`src/rtl/cu_pkg.sv`:
```
// Shared types and constants for the pipelined ARM-subset control unit.
// The CU_COND_EXEC_EN build option is consumed by pipelined_control_unit.
package cu_pkg;

  // Control bundle bit positions, MSB first: am s_en load rf_en size rw mem_en bl b
  localparam int CTRL_AM     = 8;
  localparam int CTRL_S_EN   = 7;
  localparam int CTRL_LOAD   = 6;
  localparam int CTRL_RF_EN  = 5;
  localparam int CTRL_SIZE   = 4;
  localparam int CTRL_RW     = 3;
  localparam int CTRL_MEM_EN = 2;
  localparam int CTRL_BL     = 1;
  localparam int CTRL_B      = 0;
  localparam int CTRL_W      = 9;

  localparam logic [CTRL_W-1:0] CTRL_NOP = '0;

  typedef enum logic [1:0] {
    CLS_DP,
    CLS_LS,
    CLS_BR,
    CLS_NONE
  } instr_class_e;

  localparam logic [3:0] ALU_ADD = 4'b0000;
  localparam logic [3:0] ALU_ADC = 4'b0001;
  localparam logic [3:0] ALU_SUB = 4'b0010;
  localparam logic [3:0] ALU_SBC = 4'b0011;
  localparam logic [3:0] ALU_RSB = 4'b0100;
  localparam logic [3:0] ALU_RSC = 4'b0101;
  localparam logic [3:0] ALU_AND = 4'b0110;
  localparam logic [3:0] ALU_ORR = 4'b0111;
  localparam logic [3:0] ALU_EOR = 4'b1000;
  localparam logic [3:0] ALU_MOV = 4'b1010;
  localparam logic [3:0] ALU_MVN = 4'b1011;
  localparam logic [3:0] ALU_BIC = 4'b1100;

  localparam logic [3:0] COND_EQ = 4'b0000;
  localparam logic [3:0] COND_NE = 4'b0001;
  localparam logic [3:0] COND_CS = 4'b0010;
  localparam logic [3:0] COND_CC = 4'b0011;
  localparam logic [3:0] COND_MI = 4'b0100;
  localparam logic [3:0] COND_PL = 4'b0101;
  localparam logic [3:0] COND_VS = 4'b0110;
  localparam logic [3:0] COND_VC = 4'b0111;
  localparam logic [3:0] COND_HI = 4'b1000;
  localparam logic [3:0] COND_LS = 4'b1001;
  localparam logic [3:0] COND_GE = 4'b1010;
  localparam logic [3:0] COND_LT = 4'b1011;
  localparam logic [3:0] COND_GT = 4'b1100;
  localparam logic [3:0] COND_LE = 4'b1101;
  localparam logic [3:0] COND_AL = 4'b1110;
  localparam logic [3:0] COND_NV = 4'b1111;

  function automatic logic [3:0] dp_alu_op(input logic [3:0] opc);
    case (opc)
      4'b0000: dp_alu_op = ALU_AND;
      4'b0001: dp_alu_op = ALU_EOR;
      4'b0010: dp_alu_op = ALU_SUB;
      4'b0011: dp_alu_op = ALU_RSB;
      4'b0100: dp_alu_op = ALU_ADD;
      4'b0101: dp_alu_op = ALU_ADC;
      4'b0110: dp_alu_op = ALU_SBC;
      4'b0111: dp_alu_op = ALU_RSC;
      4'b1000: dp_alu_op = ALU_AND;
      4'b1001: dp_alu_op = ALU_EOR;
      4'b1010: dp_alu_op = ALU_SUB;
      4'b1011: dp_alu_op = ALU_ADD;
      4'b1100: dp_alu_op = ALU_ORR;
      4'b1101: dp_alu_op = ALU_MOV;
      4'b1110: dp_alu_op = ALU_BIC;
      default: dp_alu_op = ALU_MVN;
    endcase
  endfunction

  // flags are NZCV in bits [3:0]
  function automatic logic cond_check(input logic [3:0] cond, input logic [3:0] nzcv);
    logic n, z, c, v;
    {n, z, c, v} = nzcv;
    case (cond)
      COND_EQ: cond_check = z;
      COND_NE: cond_check = !z;
      COND_CS: cond_check = c;
      COND_CC: cond_check = !c;
      COND_MI: cond_check = n;
      COND_PL: cond_check = !n;
      COND_VS: cond_check = v;
      COND_VC: cond_check = !v;
      COND_HI: cond_check = c && !z;
      COND_LS: cond_check = !c || z;
      COND_GE: cond_check = (n == v);
      COND_LT: cond_check = (n != v);
      COND_GT: cond_check = !z && (n == v);
      COND_LE: cond_check = z || (n != v);
      COND_AL: cond_check = 1'b1;
      default: cond_check = 1'b0;
    endcase
  endfunction

endpackage

```
`src/rtl/pipelined_control_unit_decode.sv`:
```
// Combinational ID-stage decoder: instruction -> alu_op, control bundle,
// destination, condition and the source registers used for hazard checks.
module pipelined_control_unit_decode
  import cu_pkg::*;
#(
  parameter int                  ALU_OP_W   = 4,
  parameter int                  REG_IDX_W  = 4,
  parameter logic [ALU_OP_W-1:0] NOP_ALU_OP = 4'b1110
) (
  input  logic [31:0]           i_instr,
  output logic [ALU_OP_W-1:0]   o_alu_op,
  output logic [CTRL_W-1:0]     o_ctrl,
  output logic [REG_IDX_W-1:0]  o_rd,
  output logic [3:0]            o_cond,
  output logic [REG_IDX_W-1:0]  o_src_rn,
  output logic [REG_IDX_W-1:0]  o_src_rm,
  output logic [REG_IDX_W-1:0]  o_src_rd,
  output logic                  o_use_rn,
  output logic                  o_use_rm,
  output logic                  o_use_rd
);

  instr_class_e w_cls;
  logic         w_unused_bits;

  assign w_unused_bits = ^{i_instr[11:8], i_instr[6:5]};
  assign o_cond        = i_instr[31:28];
  assign o_src_rn      = REG_IDX_W'(i_instr[19:16]);
  assign o_src_rm      = REG_IDX_W'(i_instr[3:0]);
  assign o_src_rd      = REG_IDX_W'(i_instr[15:12]);

  // Multiplies/extra load-stores and media encodings fall out as bubbles
  always_comb begin
    w_cls = CLS_NONE;
    if (i_instr[27:26] == 2'b00 && !(!i_instr[25] && i_instr[7] && i_instr[4]))
      w_cls = CLS_DP;
    else if (i_instr[27:26] == 2'b01 && !(i_instr[25] && i_instr[4]))
      w_cls = CLS_LS;
    else if (i_instr[27:25] == 3'b101)
      w_cls = CLS_BR;
  end

  always_comb begin
    o_alu_op = NOP_ALU_OP;
    o_ctrl   = CTRL_NOP;
    o_rd     = '0;
    o_use_rn = 1'b0;
    o_use_rm = 1'b0;
    o_use_rd = 1'b0;
    case (w_cls)
      CLS_DP: begin
        o_alu_op           = ALU_OP_W'(dp_alu_op(i_instr[24:21]));
        o_ctrl[CTRL_AM]    = i_instr[25];
        o_ctrl[CTRL_S_EN]  = i_instr[20];
        o_ctrl[CTRL_RF_EN] = 1'b1;
        // TST/TEQ/CMP/CMN only set flags
        if (i_instr[24:23] == 2'b10) begin
          o_ctrl[CTRL_RF_EN] = 1'b0;
          o_ctrl[CTRL_S_EN]  = 1'b1;
        end
        o_rd     = REG_IDX_W'(i_instr[15:12]);
        o_use_rn = 1'b1;
        o_use_rm = !i_instr[25];
      end
      CLS_LS: begin
        o_alu_op            = ALU_OP_W'(ALU_ADD);
        o_ctrl[CTRL_MEM_EN] = 1'b1;
        o_ctrl[CTRL_AM]     = !i_instr[25];
        o_ctrl[CTRL_SIZE]   = i_instr[22];
        if (i_instr[20]) begin
          o_ctrl[CTRL_LOAD]  = 1'b1;
          o_ctrl[CTRL_RF_EN] = 1'b1;
        end else begin
          o_ctrl[CTRL_RW] = 1'b1;
        end
        o_rd     = REG_IDX_W'(i_instr[15:12]);
        o_use_rn = 1'b1;
        o_use_rm = i_instr[25];
        o_use_rd = !i_instr[20];
      end
      CLS_BR: begin
        o_alu_op       = ALU_OP_W'(ALU_ADD);
        o_ctrl[CTRL_B] = 1'b1;
        if (i_instr[24]) begin
          o_ctrl[CTRL_BL]    = 1'b1;
          o_ctrl[CTRL_RF_EN] = 1'b1;
          o_rd               = REG_IDX_W'(14);
        end
      end
      default: ;
    endcase
  end

endmodule

```
`src/rtl/pipelined_control_unit.sv`:
```
// ID/EX, EX/MEM, MEM/WB control pipeline with condition check and load-use detection.
// Define CU_COND_EXEC_EN to enable conditional execution on flags_ex.
module pipelined_control_unit
  import cu_pkg::*;
#(
  parameter int                  ALU_OP_W   = 4,
  parameter int                  NUM_REGS   = 16,
  parameter logic [ALU_OP_W-1:0] NOP_ALU_OP = 4'b1110,
  localparam int                 REG_IDX_W  = $clog2(NUM_REGS)
) (
  input  logic                  i_clk,
  input  logic                  i_reset,
  input  logic [31:0]           i_instr_id,
  input  logic                  i_instr_valid,
  input  logic                  i_stall,
  input  logic                  i_flush,
  input  logic [3:0]            i_flags_ex,
  output logic [ALU_OP_W-1:0]   o_ex_alu_op,
  output logic [CTRL_W-1:0]     o_ex_ctrl,
  output logic [REG_IDX_W-1:0]  o_ex_rd,
  output logic [CTRL_W-1:0]     o_mem_ctrl,
  output logic [CTRL_W-1:0]     o_wb_ctrl,
  output logic [REG_IDX_W-1:0]  o_wb_rd,
  output logic                  o_cond_pass,
  output logic                  o_branch_taken,
  output logic                  o_hazard_stall
);

  logic [ALU_OP_W-1:0]  w_dec_alu_op;
  logic [CTRL_W-1:0]    w_dec_ctrl;
  logic [REG_IDX_W-1:0] w_dec_rd, w_src_rn, w_src_rm, w_src_rd;
  logic [3:0]           w_dec_cond;
  logic                 w_use_rn, w_use_rm, w_use_rd;
  logic                 w_ex_load, w_hazard, w_bubble;

  logic [ALU_OP_W-1:0]  r_idex_alu_op;
  logic [CTRL_W-1:0]    r_idex_ctrl;
  logic [REG_IDX_W-1:0] r_idex_rd;
  logic [CTRL_W-1:0]    r_exmem_ctrl, r_memwb_ctrl;
  logic [REG_IDX_W-1:0] r_exmem_rd, r_memwb_rd;

  pipelined_control_unit_decode #(
    .ALU_OP_W  (ALU_OP_W),
    .REG_IDX_W (REG_IDX_W),
    .NOP_ALU_OP(NOP_ALU_OP)
  ) u_decode (
    .i_instr (i_instr_id),
    .o_alu_op(w_dec_alu_op),
    .o_ctrl  (w_dec_ctrl),
    .o_rd    (w_dec_rd),
    .o_cond  (w_dec_cond),
    .o_src_rn(w_src_rn),
    .o_src_rm(w_src_rm),
    .o_src_rd(w_src_rd),
    .o_use_rn(w_use_rn),
    .o_use_rm(w_use_rm),
    .o_use_rd(w_use_rd)
  );

  // Uses the ungated EX bundle so the stall does not depend on this cycle's flags
  assign w_ex_load = r_idex_ctrl[CTRL_LOAD] && r_idex_ctrl[CTRL_RF_EN];
  assign w_hazard  = i_instr_valid && w_ex_load &&
                     ((w_use_rn && w_src_rn == r_idex_rd) ||
                      (w_use_rm && w_src_rm == r_idex_rd) ||
                      (w_use_rd && w_src_rd == r_idex_rd));
  assign w_bubble  = i_reset || i_flush || i_stall || w_hazard || !i_instr_valid;

  always_ff @(posedge i_clk) begin
    if (w_bubble) begin
      r_idex_alu_op <= NOP_ALU_OP;
      r_idex_ctrl   <= CTRL_NOP;
      r_idex_rd     <= '0;
    end else begin
      r_idex_alu_op <= w_dec_alu_op;
      r_idex_ctrl   <= w_dec_ctrl;
      r_idex_rd     <= w_dec_rd;
    end
  end

`ifdef CU_COND_EXEC_EN
  logic [3:0] r_idex_cond;

  // Bubbles carry NV so an empty EX stage never reports a passing condition
  always_ff @(posedge i_clk) begin
    if (w_bubble) r_idex_cond <= COND_NV;
    else          r_idex_cond <= w_dec_cond;
  end

  assign o_cond_pass = cond_check(r_idex_cond, i_flags_ex);
`else
  logic w_unused_cond;
  assign w_unused_cond = ^{w_dec_cond, i_flags_ex};
  assign o_cond_pass   = 1'b1;
`endif

  assign o_ex_ctrl      = o_cond_pass ? r_idex_ctrl : CTRL_NOP;
  assign o_ex_alu_op    = r_idex_alu_op;
  assign o_ex_rd        = r_idex_rd;
  assign o_branch_taken = o_ex_ctrl[CTRL_B];
  assign o_hazard_stall = w_hazard;

  always_ff @(posedge i_clk) begin
    if (i_reset) begin
      r_exmem_ctrl <= CTRL_NOP;
      r_exmem_rd   <= '0;
      r_memwb_ctrl <= CTRL_NOP;
      r_memwb_rd   <= '0;
    end else begin
      r_exmem_ctrl <= o_ex_ctrl;
      r_exmem_rd   <= r_idex_rd;
      r_memwb_ctrl <= r_exmem_ctrl;
      r_memwb_rd   <= r_exmem_rd;
    end
  end

  assign o_mem_ctrl = r_exmem_ctrl;
  assign o_wb_ctrl  = r_memwb_ctrl;
  assign o_wb_rd    = r_memwb_rd;

endmodule
```
`config.mk`:
```
export PLATFORM = sky130hd
export DESIGN_NAME = pipelined_control_unit
export DESIGN_NICKNAME = d
export VERILOG_FILES = /design/src/rtl/cu_pkg.sv /design/src/rtl/pipelined_control_unit_decode.sv /design/src/rtl/pipelined_control_unit.sv
export SDC_FILE = /design/constraint.sdc
export NUM_CORES = 1
export LEC_CHECK = 0
export ABC_CLOCK_PERIOD_IN_PS = 2190
export CORE_MARGIN = 2
export CORE_UTILIZATION = 41
export CTS_BUF_LIST = sky130_fd_sc_hd__clkbuf_4
export DETAILED_ROUTE_END_ITERATION = 8
export PLACE_DENSITY = 0.92
export SLEW_MARGIN = 40
export SYNTH_ARGS = -nofsm -noshare
export SYNTH_HDL_FRONTEND = slang
export SYNTH_SLANG_ARGS = --single-unit
```
`constraint.sdc`:
```
create_clock -name i_clk -period 2.19 [get_ports i_clk]
set_input_delay 0.3285 -clock i_clk [delete_from_list [all_inputs] [get_ports i_clk]]
set_output_delay 0.3285 -clock i_clk [all_outputs]
set_load 0.05 [all_outputs]
```
==> metrics.md <==
| Metric | Value |
|---|---|
| IO Pins | 83 |
| Max-slew violations | 0 |
| Commonest non-fill, non-tap cell in the layout | clkdlybuf4s50_1 |
| Fillcell total | 310 |
| CP Class | in2out |
| Drt wl/cell | 12.3 um |
| Final hold vios | 0 |
| Syn avg cell area | 9.94 sq um |
| CP Launch Point | i_instr_id[26] |
| Min Tclk post-route | between 2 and 2.5 ns |
| Status | complete, no violations |
| Critical path endpoint category | primary output |
| Initial antenna violation count | 0 |
| Vias post-DR | 1,390 |
| Fin worst setup slack | 0.0271 ns |
| Fraction of final layout cells sized beyond drive strength 1 | 13.0% |
| CP startpoint kind | input port |
| Fin cells | between 200 and 300 |
| R2R Path End | o_ex_alu_op[2] |
| Largest net degree at the start of global routing | 27 |
| Final net count | 292 |
| Die footprint | 0.00463 sq mm |
| Total power | 1.45 mW |
| DR DRC count | 0 |
| GR Util All Layers | between 10% and 20% |
| Max Fclk | 462 MHz |
| Sequential area share after synthesis | 51.2% |
| Final antenna-violating net count | 0 |
| R2r startpoint | o_ex_rd[1] |
| TritonCTS clock tree | yes |
| PortBufs | 67 |
| Vias in the first global route | 1,318 |
| Diode count | 0 |
| CP endpoint | o_hazard_stall |
| Hpwl dp | 2690 um |
| Syn_nets | approximately 220 |
| CTS Buffer Depth | 2 |
| CTS sink count | 43 |
| Effective utilization at floorplan | 42.3% |
| Initial DRC Count | 76 |
| Grt ovf | 0 |
| Synth Cell Area | between 0.0015 and 0.002 sq mm |
| Cells after synthesis | 169 |
| Design Area, Final | 0.00258 sq mm |
| First-pass GRT wire length | 5680 um |
| Util after Layout | 65.0% |
| CTS Root Cell | clkbuf_4 |
| Drt first pass iters | 4 |
| Peak VDD IR | 0.216 mV |
| Setup Slack @ Placement | -0.233 ns |
| R2r worst-path depth | 6 |
| Die boundary width | 68.0 um |
| Most frequent cells in the layout | clkdlybuf4s50_1 (62), dfxtp_1 (41), nor2b_1 (26) |
| Placer congestion estimate | 0.881 |
| Layout Skew | 0.00319 ns |
| Die height | slightly below 70 um |
| Period utilization | 98.8% |
| CTS H-Tree Depth | 2 |
| Pwr/cell area | ~560 mW/mm^2 |
| Num rows | 23 |
| Worst EP arrival | 1.83 ns |
| Clock Pin Slew Worst Setup and Hold Paths | 0.10 ns |
| Max-Cap Viols | 0 |
| Register area | 863 sq um |
| Post-synth cell types | 35 |
| LEAKAGE | a little over 1 nW |
| Slew HR | between 60% and 70% |
| CTS buffer count | 5 |
| Routed vias/inst | approximately 4.7 |
| Worst Tran Pin Value | 0.525 ns |
| Clock network latency to the later pin of the worst-skew pair | 0.34 ns |
| Worst hold slack | 0.447 ns |
| Yosys warnings | 0 |
| Worst Hold Class | reg2reg |
| Slack of the worst reg-to-reg path | about 0.24 ns |
| DP Cell Count | 288 |
| Area Growth Syn to Fin | 53.6% |
| FF+latch count, synth | 43 |
| Core footprint | just under 0.004 sq mm |
| Setup violators final | 0 |
| CP required | 1.86 ns |
| Placed Area | 0.00246 sq mm |
| Crit Path Max Fanout | 3 |
| CTS hold repair buffers | 0 |
| Area of the multi-input gates | around 770 sq um |
| Final WL | 3640 um |
| Fin Setup TNS | 0 ns |
==> worst max-delay path, cell delays in order <==
cell           delay [ns]
dlygate4sd2_1        0.24
buf_4                0.14
buf_4                0.13
a31oi_1              0.33
nor4_4               0.11
o31ai_4              0.31
inv_2                0.09
buf_12               0.15
==> logic make-up after synthesis <==
| family | after synthesis | share of synthesized area (%) |
|---|---|---|
| xor+xnor | 13 | 6.78 |
| compound gates | 20 | 8.71 |
| simple gates | 67 | 23.1 |
| mux | 2 | 1.19 |
| buf+inv | 18 | 5.06 |
| other cells | 1 | 0.223 |
| flops | 43 | 51.2 |
| fa+ha+maj | 5 | 3.72 |
==> area by class of cell <==
cell class / count / share of cell area (%)
Multi-Input combinational cell: 108 / 29.8
Sequential cell: 43 / 33.4
Clock buffer: 6 / 1.75
Clock inverter: 1 / 1.16
Timing Repair Buffer: 81 / 30.4
Inverter: 7 / 1.02
Tap cell: 50 / 2.42
==> Yosys cell counts, drive strengths merged <==
cell type / number / area, sq um
nand2b: 1 / 6.26
nor2b: 26 / 163
and4bb: 1 / 12.5
nand3b: 2 / 15.0
nand3: 3 / 15.0
o21ai: 3 / 15.0
nor4: 3 / 18.8
and4: 1 / 11.3
or3: 2 / 12.5
and3: 5 / 31.3
a211oi: 2 / 15.0
a22oi: 1 / 7.51
nor2: 6 / 22.5
xnor2: 9 / 78.8
dfxtp: 43 / 861
o211ai: 1 / 7.51
a31oi: 2 / 12.5
ha: 5 / 62.6
a21oi: 7 / 35.0
nand2: 8 / 30.0
clkbuf: 6 / 22.5
mux2i: 2 / 20.0
a311oi: 2 / 23.8
or4b: 1 / 10.0
o31ai: 1 / 21.3
nor3: 8 / 40.0
xor2: 4 / 35.0
buf: 5 / 36.3
o311ai: 1 / 8.76
inv: 7 / 26.3
conb: 1 / 3.75
==> worst min path at each step <==
stage / startpoint / end / slack [ns] / cells after the start
2_1_floorplan: i_reset / o_mem_ctrl[0] / 0.40 / 1
6_report: r_exmem_rd[2] / o_wb_rd[2] / 0.45 / 1
3_3_place_gp: r_exmem_rd[1] / o_wb_rd[1] / 0.42 / 1
4_1_cts: r_exmem_rd[1] / o_wb_rd[1] / 0.45 / 1
5_1_grt: r_exmem_rd[1] / o_wb_rd[1] / 0.46 / 1
3_5_place_dp: r_exmem_rd[1] / o_wb_rd[1] / 0.43 / 1
==> power by group <==
group / total (mW) / leakage (nW) / internal [mW] / switching (mW)
Combinational: 0.186 / 0.629 / 0.0920 / 0.0938
Sequential: 0.789 / 0.348 / 0.786 / 0.00289
Clock: 0.470 / 0.0417 / 0.248 / 0.223
==> registers in the layout, indices dropped and copies added (netlist names) <==
register / count
o_ex_ctrl: 9
o_mem_ctrl: 9
o_wb_ctrl: 9
o_ex_alu_op: 4
o_ex_rd: 4
o_wb_rd: 4
r_exmem_rd: 4
==> per-layer routing <==
layer  global-route usage [%]  vias up  part of all wire [%]
met3                     3.78       11                   6.8
met5                        0        -                     0
met2                     29.0       53                    49
li1                         -      714                     -
met4                     11.5        0                   3.7
met1                     18.4      612                    41
==> timing repair <==
item | 4_1_cts | 5_1_grt
setup buffers | 1 | 0
pin swaps | 6 | 1
resized for setup | 8 | 4
setup endpoints to repair | 1 | 1
(Power assumes the default switching activity.)
